--- src/rtl/interleaver_bank_scheduler.sv ---
// rtl/interleaver_bank_scheduler.sv - ping-pong bank sequencer for the 802.11a block (de)interleaver buffer
// Fills one bank row-major while the other drains in permuted order; one bit per cycle each side.
module interleaver_bank_scheduler #(
  parameter int N_CBPS = 48,
  parameter int N_COLS = 16,
  localparam int N_ROWS = N_CBPS / N_COLS,
  localparam int AW = $clog2(N_CBPS)
) (
  input  logic          clk_i,
  input  logic          rst_i,
  input  logic          mode_i,
  input  logic          in_valid_i,
  output logic          in_ready_o,
  output logic          wr_en_o,
  output logic          wr_bank_o,
  output logic [AW-1:0] wr_addr_o,
  output logic          rd_en_o,
  output logic          rd_bank_o,
  output logic [AW-1:0] rd_addr_o,
  input  logic          out_ready_i,
  output logic          out_valid_o,
  output logic          out_first_o,
  output logic          out_last_o
);

  typedef enum logic [1:0] {EMPTY, FILLING, FULL, DRAINING} bank_state_e;

  localparam logic [AW-1:0] LAST    = AW'(N_CBPS - 1);
  localparam logic [AW-1:0] ROWS_W  = AW'(N_ROWS);
  localparam logic [AW-1:0] COLS_W  = AW'(N_COLS);
  localparam logic [AW-1:0] ROWS_M1 = AW'(N_ROWS - 1);
  localparam logic [AW-1:0] COLS_M1 = AW'(N_COLS - 1);

  bank_state_e   state_q [2];
  logic [1:0]    mode_q;
  logic          wr_bank_q, rd_bank_q;
  logic [AW-1:0] wr_cnt_q, rd_cnt_q;
  // j split as (j % N_ROWS, j / N_ROWS) and (j % N_COLS, j / N_COLS), stepped incrementally
  logic [AW-1:0] ilv_mod_q, ilv_div_q, dil_mod_q, dil_div_q;
  logic          out_valid_q, out_first_q, out_last_q;

  bank_state_e   wr_state, rd_state;
  logic          wr_en, rd_en, wr_last, rd_last;

  assign wr_state   = state_q[wr_bank_q];
  assign rd_state   = state_q[rd_bank_q];
  assign in_ready_o = !rst_i && (wr_state == EMPTY || wr_state == FILLING);
  assign wr_en      = in_valid_i && in_ready_o;
  assign rd_en      = (rd_state == FULL || rd_state == DRAINING) && (!out_valid_q || out_ready_i);
  assign wr_last    = (wr_cnt_q == LAST);
  assign rd_last    = (rd_cnt_q == LAST);

  assign wr_en_o     = wr_en;
  assign wr_bank_o   = wr_bank_q;
  assign wr_addr_o   = wr_cnt_q;
  assign rd_en_o     = rd_en;
  assign rd_bank_o   = rd_bank_q;
  assign rd_addr_o   = mode_q[rd_bank_q] ? (dil_mod_q * ROWS_W + dil_div_q)
                                         : (ilv_mod_q * COLS_W + ilv_div_q);
  assign out_valid_o = out_valid_q;
  assign out_first_o = out_first_q;
  assign out_last_o  = out_last_q;

  // Banks being written and read are never in the same state class, so the two
  // state_q updates below can never target the same element in one cycle.
  always_ff @(posedge clk_i or posedge rst_i) begin
    if (rst_i) begin
      state_q[0]  <= EMPTY;
      state_q[1]  <= EMPTY;
      mode_q      <= '0;
      wr_bank_q   <= 1'b0;
      rd_bank_q   <= 1'b0;
      wr_cnt_q    <= '0;
      rd_cnt_q    <= '0;
      ilv_mod_q   <= '0;
      ilv_div_q   <= '0;
      dil_mod_q   <= '0;
      dil_div_q   <= '0;
      out_valid_q <= 1'b0;
      out_first_q <= 1'b0;
      out_last_q  <= 1'b0;
    end else begin
      if (wr_en) begin
        if (wr_state == EMPTY) mode_q[wr_bank_q] <= mode_i;
        if (wr_last) begin
          state_q[wr_bank_q] <= FULL;
          wr_cnt_q           <= '0;
          wr_bank_q          <= ~wr_bank_q;
        end else begin
          state_q[wr_bank_q] <= FILLING;
          wr_cnt_q           <= wr_cnt_q + 1'b1;
        end
      end

      if (rd_en) begin
        if (rd_last) begin
          state_q[rd_bank_q] <= EMPTY;
          rd_cnt_q           <= '0;
          rd_bank_q          <= ~rd_bank_q;
          ilv_mod_q          <= '0;
          ilv_div_q          <= '0;
          dil_mod_q          <= '0;
          dil_div_q          <= '0;
        end else begin
          state_q[rd_bank_q] <= DRAINING;
          rd_cnt_q           <= rd_cnt_q + 1'b1;
          if (ilv_mod_q == ROWS_M1) begin
            ilv_mod_q <= '0;
            ilv_div_q <= ilv_div_q + 1'b1;
          end else begin
            ilv_mod_q <= ilv_mod_q + 1'b1;
          end
          if (dil_mod_q == COLS_M1) begin
            dil_mod_q <= '0;
            dil_div_q <= dil_div_q + 1'b1;
          end else begin
            dil_mod_q <= dil_mod_q + 1'b1;
          end
        end
        out_valid_q <= 1'b1;
        out_first_q <= (rd_cnt_q == '0);
        out_last_q  <= rd_last;
      end else if (out_ready_i) begin
        out_valid_q <= 1'b0;
        out_first_q <= 1'b0;
        out_last_q  <= 1'b0;
      end
    end
  end

endmodule

--- config.mk ---
export PLATFORM = sky130hd
export DESIGN_NAME = interleaver_bank_scheduler
export DESIGN_NICKNAME = d
export VERILOG_FILES = /design/src/rtl/interleaver_bank_scheduler.sv
export SDC_FILE = /design/constraint.sdc
export NUM_CORES = 1
export LEC_CHECK = 0
export BUFFER_PORTS_ARGS = -buffer_cell sky130_fd_sc_hd__buf_2
export CAP_MARGIN = 20
export CORE_ASPECT_RATIO = 1.25
export CORE_MARGIN = 2
export CORE_UTILIZATION = 45
export CTS_BUF_LIST = sky130_fd_sc_hd__clkbuf_2
export DETAILED_ROUTE_END_ITERATION = 7
export GPL_ROUTABILITY_DRIVEN = 0
export PLACE_DENSITY = 0.72
export SLEW_MARGIN = 10
export SYNTH_ARGS = -nofsm -noshare
export SYNTH_HDL_FRONTEND = slang
export SYNTH_SLANG_ARGS = --single-unit
--- constraint.sdc ---
create_clock -name clk_i -period 3.85 [get_ports clk_i]
set_input_delay 0.385 -clock clk_i [delete_from_list [all_inputs] [get_ports clk_i]]
set_output_delay 0.385 -clock clk_i [all_outputs]
set_load 0.02 [all_outputs]
==> metrics, run 1 <==
CTS tree done; placed insts 403; Setup Skew approximately 0.022 ns; number of nets still failing antenna checks after routing 0; antenna violations before repair 0; top sig layer met4; number of global-route vias before repair roughly 2,200; Distinct cells, synth 41; most common cell after layout, fill and taps aside dfrtp_1; drt drc 0; Final Slew Violations 0; Hold Crit Class primary input to register; Buf/Inv on CP 2; gr usage total 18.0%; vias per cell 5.48; Detailed Route WL about 5700 µm; flops & latches, synth 47; most frequent cells in the layout dfrtp_1 (47), nand2_1 (33), o21ai_0 (26), buf_2 (24); dpl hpwl approximately 4100 µm; Critical Path RT 3.46 ns; status completed; Die Ht 93.2 µm; max-cap check violation count 0; met3 wire len 229 µm; H-Tree Depth 2; most common flop cell mapped by yosys dfrtp_1; maximum VDD drop 0.000326 V; Finished Layout Cells 413; Port-buffer cells 24; post_cts resized 0; syn avg cell area 9.39 µm²; area delta synth->final 9.00%; Top-Level Pins 25; Hold Vio Cnt, Final 0; pin count of the biggest net entering global routing 48; Met1 Wirelength 2680 µm; Setup CP Type register to primary output; ys async rst share 100%; crit-path most repeated cell fa_1; CP max-delay cell fa_1; Cells after Synth 305; post-route minimum period 3.22 ns; Fin Hold WS 0.184 ns; number of warnings issued by yosys 0; share of layout cells above drive strength 1 13.4%; routed wl met2 2780 µm; kind of start point of the critical path register; Core ar. 6170 µm²; final instance area between 3000 and 4000 µm²; Worst Max-Slew Pin Slew 0.841 ns; Clock Tree Buf Depth 2; final setup vio count 0; critical path fanouts, max 7; vias post-DR 2,262; setup_tns 0 ns; Lkg Pwr 1.46 nW; row cnt 32; number of CTS-inserted buffers 5; chip width 75.4 µm; Starting DRT DRC Count 162; Power Density 491 nW/µm²; number of flops mapped to enable cells by yosys 0; slowest stage delay, CP 0.57 ns; post-synthesis sequential area ratio 41.1%; f_max 311 MHz; period utilization 83.6%; CP Capture Type primary output; wire length per cell 13.9 µm; Pwr Total 1.53 mW; Rel. slew slack 42.3%; DP Area about 3000 µm²; Pre-antenna DRT Iters 4; clock root buffer clkbuf_2; final net count about 360; first-pass GRT wire length around 10000 µm; clk slew on worst S/H paths 0.23 ns; clk_lat worst skew about 0.42 ns; initial core utilization 46.4%; synthesized cell area ~2900 µm²; critical path's top delay family adder cells; die area 7020 µm²; unrepaired setup endpoints after global routing no; syn nets 333; diodes inserted 0; critical path data arrival time 2.83 ns; Congestion Overflow GR 0; Cell Chain, Critical Path fa_1, ha_1, inv_1, fa_1, nand2b_1, a21oi_1, xnor2_1, o21ai_0, buf_2; TritonCTS Sinks 47
## per-stage QoR
step                util [%]  setup slack [ns]
CTS                     50.1             0.590
global placement        49.1              1.16
detailed placement      49.1              1.08
global route            50.6             0.400
floorplan                  -              1.06
finish                  50.6             0.632
## worst paths after layout
kind | startpoint | to | slack [ns] | depth (start not counted)
setup / recovery | dil_mod_q[0]$_DFFE_PP0P_ | rd_addr_o[5] | 0.63 | 9
hold / removal | mode_i | mode_q[0]$_DFFE_PP0P_ | 0.18 | 2
setup reg to reg | rd_bank_o$_DFFE_PP0P_ | rd_cnt_q[4]$_DFFE_PP0P_ | 1.71 | 5
hold reg to reg | mode_q[0]$_DFFE_PP0P_ | mode_q[0]$_DFFE_PP0P_ | 0.54 | 1
max in group asynchronous | rst_i | wr_addr_o[2]$_DFFE_PP0N_ | 2.94 | 4
min in group asynchronous | rst_i | ilv_div_q[5]$_DFFE_PP0P_ | 0.42 | 3
## layer usage
metal,track usage (%),vias to the layer above
met3,3.88,6
met5,0,-
li1,-,1127
met4,4.24,0
met1,23.4,1079
met2,30.4,50
## what timing repair did
action	4_1_cts	5_1_grt
buffers inserted	0	0
hold endpoints to repair	0	12
hold buffers	0	1
## registers in the layout, indices dropped and copies added (netlist names)
register / count
wr_addr_o: 6
dil_mod_q: 6
wr_bank_o: 1
rd_bank_o: 1
dil_div_q: 6
out_first_o: 1
rd_cnt_q: 6
ilv_div_q: 6
mode_q: 2
out_valid_o: 1
out_last_o: 1
ilv_mod_q: 6
state_q: 4
## power by group
group	leakage, nW	switching (mW)	internal [mW]
clock	0.0404	0.159	0.107
combinational	0.839	0.361	0.226
sequential	0.583	0.102	0.578
total	1.46	0.622	0.911
## synth_stat cells, types with 2 or more instances
master    number  area (µm²)
dfrtp_1       47        1180
nand2_1       33         124
o21ai_0       26         130
inv_1         19        71.3
ha_1          18         225
a21oi_1       16        80.1
nand3_1       14        70.1
nor2_1        11        41.3
mux2i_1        8        80.1
nand4_1        8        50.1
and3_1         7        43.8
mux2_2         7        78.8
nor2b_1        7        43.8
xnor2_1        7        61.3
and2_1         5        31.3
buf_2          5        25.0
fa_1           5         100
nand2b_1       5        31.3
nor3_1         5        25.0
o22ai_1        5        31.3
or3_1          5        31.3
a22o_1         4        35.0
a32o_1         4        40.0
clkbuf_1       4        15.0
o21ai_1        3        15.0
o31ai_1        3        22.5
or4_1          3        22.5
a21o_1         2        15.0
a31oi_1        2        12.5
buf_6          2        22.5
inv_2          2        7.51
nand3b_1       2        15.0
nor3b_1        2        15.0
nor4_1         2        12.5
## area by class of cell
type	count	area [µm²]
Fill cell	600	3040
Multi-Input combinational cell	226	1550
Sequential cell	47	1180
Timing Repair Buffer	26	150
Tap cell	85	106
Inverter	21	78.8
Clock inverter	3	38.8
Clock buffer	5	25.0
## kinds of logic after synthesis
logic type	count (synthesis)	synth area share (%)
xor gates and xnor gates	8	2.45
and+or+nand+nor	113	20.7
DFF	47	41.1
AOI/OAI and AO/OA	67	13.9
muxes	15	5.55
adders and majority gates	23	11.4
buffers and inverters	32	4.94
(Power assumes the default switching activity.)
==> run 2: changes to the inputs <==
PLACE_DENSITY = 0.74   (was 0.72)
clock period = 2.9 ns   (was 3.85 ns; I/O delays follow)
==> run 2 against run 1 <==
Net effect: the flow now finishes with violations (setup timing); clock skew decreased by 0.0038 ns; critical path depth unchanged; total power increased by 43%; sequential share of layout area decreased by 0.91 points; die area unchanged; count of clock-buffer cells in the layout increased by 1; hold slack got worse by 0.085 ns; first-iteration DRC count decreased by 4.3%; critical path type unchanged; critical endpoint unchanged; highest routed layer unchanged.
==> metrics, run 2 (synthesis results as in run 1) <==
path depth of the worst reg2reg path 5; Power Density 682 nW/µm²; critical path fanouts, max 2; number of CTS-inserted buffers 5; GRT Max-Usage Layer met2; chip width 75.4 µm; total area of sequential cells ~1200 µm²; Critical Path RT approximately 2.6 ns; setup slack, reg-to-reg between 0.7 and 0.8 ns; pin count of the biggest net entering global routing 48; clk slew on worst S/H paths about 0.24 ns; Setup CP Type register to primary output; number of global-route vias before repair 2,351; clock root buffer clkbuf_2; initial core utilization 46.4%; area delta synth->final 12.1%; antenna violations before repair 0; Worst Max-Slew Pin Slew between 0.6 and 0.7 ns; clk_lat worst skew 0.42 ns; worst r2r src rd_bank_o$_DFFE_PP0P_; final worst setup slack -0.0387 ns; kind of start point of the critical path register; status finished with violations; post-route minimum period 2.94 ns; final net count around 360; DP Area 3040 µm²; failing checks setup timing; final instance area 3210 µm²; most common cell after layout, fill and taps aside dfrtp_1; wire length per cell 14.3 µm; Worst R2R End rd_cnt_q[4]$_DFFE_PP0P_; CP Capture Type primary output; FILL cells 599; Hold Path Depth 2; Port-buffer cells 24; Multi-input gate area 1570 µm²; Hold Crit Class primary input to register; Hold Vio Cnt, Final 0; diodes inserted 0; Starting DRT DRC Count 155; number of nets still failing antenna checks after routing 0; vias post-DR 2,347; unrepaired setup endpoints after global routing yes; row cnt 32; GRT met1 Usage 23.8%; Rel. slew slack 57.8%; Lkg Pwr 1.50 nW; Congestion Overflow GR 0; die area between 7000 and 8000 µm²; placed insts about 400; Detailed Route WL just under 6000 µm; most frequent cells in the layout dfrtp_1 (44), nand2_1 (33), o21ai_0 (24), buf_2 (21); Pre-antenna DRT Iters 5; Clock Tree Buf Depth 2; max-cap check violation count 0; Setup Skew 0.0183 ns; Core ar. between 6000 and 7000 µm²; Finished Layout Cells 417; Final Slew Violations 0; f_max 340 MHz; maximum VDD drop 0.000449 V; final setup vio count 1; drt drc 0; vias per cell 5.63; period utilization 101%; met2 GRT Util 32.5%; TritonCTS Sinks 47; gr usage total roughly a fifth; Hold Startpoint mode_i; hold-critical path endpoint mode_q[1]$_DFFE_PP0P_; M3 GR Usage 3.56%; critical path data arrival time 2.65 ns; first-pass GRT wire length roughly 10,000 µm; share of layout cells above drive strength 1 17.5%; CTS tree done; Top-Level Pins 25; Fin Hold WS 0.0996 ns; Die Ht 93.2 µm; H-Tree Depth 2; dpl hpwl around 4100 µm
==> run 2: changes by cell type in the layout (fill, tap and decap cells not counted), sizes merged <==
cell and change:
buf +4, bufinv +1, clkbuf +1, clkinv -2
==> run 2: final cells by class <==
cell class | count | area share (%)
multi-input cells | 226 | 48.8
flip-flops and latches | 47 | 36.8
repair buffers | 30 | 5.85
well taps | 85 | 3.31
inverters | 21 | 2.46
clock inverters | 2 | 1.87
clock buffers | 6 | 0.936
==> run 2: power by group <==
part | internal [mW] | switching, mW | leakage (nW)
logic | 0.341 | 0.506 | 0.870
registers | 0.771 | 0.126 | 0.578
clock network | 0.236 | 0.210 | 0.0532
==> run 2: what timing repair did <==
action	in CTS	in global routing
hold endpoints to repair	0	12
gates resized for setup	7	7
buffers inserted	2	1
gates cloned	0	0
setup endpoints to repair	2	3
hold buffers	0	1
pin swaps	2	0
==> run 2: critical path, cell delays in order, from the launching register on <==
cell	delay [ns]
dfrtp_2	0.48
fa_1	0.54
ha_2	0.18
inv_2	0.04
fa_2	0.34
nand2b_4	0.16
a21oi_2	0.14
xnor2_1	0.13
o21ai_1	0.07
buf_4	0.15
==> run 2: worst max-delay path by stage <==
stage | startpoint | end | slack (ns) | depth (start not counted)
6_report | dil_mod_q[0]$_DFFE_PP0P_ | rd_addr_o[5] | -0.04 | 9
5_1_grt | dil_mod_q[1]$_DFFE_PP0P_ | rd_addr_o[5] | -0.20 | 9
4_1_cts | dil_mod_q[0]$_DFFE_PP0P_ | rd_addr_o[5] | -0.06 | 9
3_5_place_dp | dil_mod_q[0]$_DFFE_PP0P_ | rd_addr_o[5] | 0.28 | 9
3_3_place_gp | dil_mod_q[0]$_DFFE_PP0P_ | rd_addr_o[5] | 0.32 | 9
2_1_floorplan | dil_mod_q[0]$_DFFE_PP0P_ | rd_addr_o[5] | 0.21 | 8
==> run 2: metal layers <==
metal | vias up | wire length [µm] | part of all wire (%)
met3 | 9 | 211 | 3.5
met1 | 1156 | 2660 | 45
met2 | 54 | 3010 | 51
met4 | 0 | 68 | 1.1
met5 | - | 0 | 0
li1 | 1128 | - | -
==> run 2: through the flow <==
stage	util [%]	total power, mW	setup TNS [ns]	worst slack, ns
after floorplan	-	1.48	0	0.210
after global placement	49.2	1.69	0	0.321
after detailed placement	49.2	1.71	0	0.278
after CTS	51.2	2.18	-0.0604	-0.0604
after global routing	52.0	2.35	-0.334	-0.199
final	52.0	2.19	-0.0387	-0.0387
==> run 3: changes to the inputs <==
CORE_MARGIN = 3   (was 2)
==> run 3 against run 2 <==
Net effect: the run still ends with setup timing left; worst setup slack improved by 0.023 ns; sequential power barely moved; largest power group unchanged; highest routed layer unchanged; utilization rose by 0.13 points; largest cell class unchanged; final area fell by 2.9%.
==> metrics, run 3 (synthesis results as in run 1) <==
combinational power share 41.8%; first-pass GRT wire length 10,400 µm; Setup Skew 0.0277 ns; area delta synth->final 8.82%; clk_lat worst skew 0.42 ns; kind of start point of the critical path register; Final Slew Violations 0; wire length per cell ~14 µm; Fin Hold WS 0.0781 ns; Congestion Overflow GR 0; Pre-antenna DRT Iters 4; final setup vio count 1; slowest stage delay, CP between 0.5 and 0.6 ns; Core ar. 5970 µm²; f_max 343 MHz; sw power 840 µW; Power Density around 640 nW/µm²; clock share of power a little over an eighth; dpl hpwl 4190 µm; most frequent cells in the layout dfrtp_1 (44), nand2_1 (33), o21ai_0 (24), buf_2 (23); Port-buffer cells 24; clk slew on worst S/H paths 0.24 ns; Setup CP Type register to primary output; Pint 1.17 mW; Cell Chain, Critical Path fa_1, ha_2, inv_2, fa_2, nand2b_4, a21oi_2, xnor2_1, o21ai_1, buf_4; initial core utilization 47.9%; H-Tree Depth 2; Pwr Total 2.01 mW; number of global-route vias before repair 2,331; Starting DRT DRC Count 161; Worst Max-Slew Pin Slew 0.972 ns; Seq pwr share roughly 45%; diodes inserted 0; final worst setup slack -0.0158 ns; unrepaired setup endpoints after global routing yes; status finished with violations; Detailed Route WL 5920 µm; setup_tns -0.0158 ns; critical path data arrival time 2.63 ns; vias post-DR 2,286; vias per cell 5.55; CP Capture Type primary output; row cnt 31; critical path fanouts, max 2; number of nets still failing antenna checks after routing 0; worst slack, placed 0.279 ns; Die Ht 95.2 µm; post-route minimum period 2.92 ns; share of layout cells above drive strength 1 approximately 17%; Rel. slew slack a little over a third; antenna violations before repair 0; Top-Level Pins 25; Lkg Pwr 1.47 nW; Critical Path RT between 2 and 3 ns; Clock Tree Buf Depth 2; switch share 41.9%; gr usage total approximately 18%; failing checks setup timing; Hold Vio Cnt, Final 0; chip width 77.4 µm; CP max-delay cell fa_1; TritonCTS Sinks 47; placed insts 401; number of CTS-inserted buffers 5; pin count of the biggest net entering global routing 48; Hold Crit Class primary input to asynchronous set/reset pin; final net count 357; period utilization 101%; maximum VDD drop 0.000450 V; CTS tree done; cts hold-fix bufs 0; die area 7360 µm²; Finished Layout Cells 412; drt drc 0; most common cell after layout, fill and taps aside dfrtp_1; clock root buffer clkbuf_2; max-cap check violation count 0
## run 3: changes by cell type in the layout (fill, tap and decap cells not counted), sizes merged
cell,before,now
clkinv,0,1
clkbuf,6,7
buf,29,28
bufinv,2,0
dlygate4sd3,1,0
## run 3: worst max-delay path, delay by kind of cell (launching register included)
| kind | cells | cell delay (ns) |
|---|---|---|
| compound gates | 2 | 0.20 |
| buf+inv | 2 | 0.19 |
| xor+xnor | 1 | 0.13 |
| simple gates | 1 | 0.15 |
| flops | 1 | 0.48 |
| fa+ha+maj | 3 | 1.07 |
## run 3: per-stage QoR
stage	area, µm²	utilization, %
detailed placement	3030	50.8
global route	3120	52.2
global placement	3030	50.8
floorplan	2860	-
CTS	3110	52.0
finish	3120	52.2
## run 3: power groups by stage
stage                     registers (mW)  logic [mW]  clock network, mW
final                              0.895       0.839              0.272
after global routing               0.920       0.947              0.303
after CTS                          0.894       0.840              0.281
after detailed placement           0.912       0.808                  0
after global placement             0.906       0.784                  0
after floorplan                    0.936       0.547                  0
## run 3: worst paths after layout
check | slack (ns) | from | depth (start not counted) | end
min | 0.08 | rst_i | 2 | state_q[2]$_DFF_PP0_
max | -0.02 | dil_mod_q[0]$_DFFE_PP0P_ | 9 | rd_addr_o[5]
min in group clk_i | 0.10 | mode_i | 2 | mode_q[1]$_DFFE_PP0P_
max reg2reg | 0.78 | rd_bank_o$_DFFE_PP0P_ | 5 | rd_cnt_q[4]$_DFFE_PP0P_
max in group asynchronous | 2.19 | rst_i | 2 | dil_mod_q[2]$_DFFE_PP0P_
min reg2reg | 0.54 | mode_q[1]$_DFFE_PP0P_ | 1 | mode_q[1]$_DFFE_PP0P_
## run 3: final cells by class
cell class	instances	area [µm²]
Multi-Input combinational cell	226	1560
Clock buffer	7	35.0
Timing Repair Buffer	28	153
Sequential cell	47	1180
Inverter	21	78.8
Tap cell	82	103
Fill cell	595	2860
Clock inverter	1	5.00
## run 3: routing by layer
layer / vias to the layer above / part of all wire [%] / track usage (%) / wire, µm
li1: 1122 / - / - / -
met1: 1108 / 46 / 21.2 / 2710
met2: 48 / 49 / 31.6 / 2900
met3: 8 / 4.1 / 3.21 / 242
met4: 0 / 1.2 / 5.64 / 72
met5: - / 0 / 0 / 0
## run 3: repair_timing
action | in CTS | in global routing
resized for setup | 7 | 4
setup buffers | 2 | 1
cloned | 0 | 0
setup endpoints to repair | 2 | 3
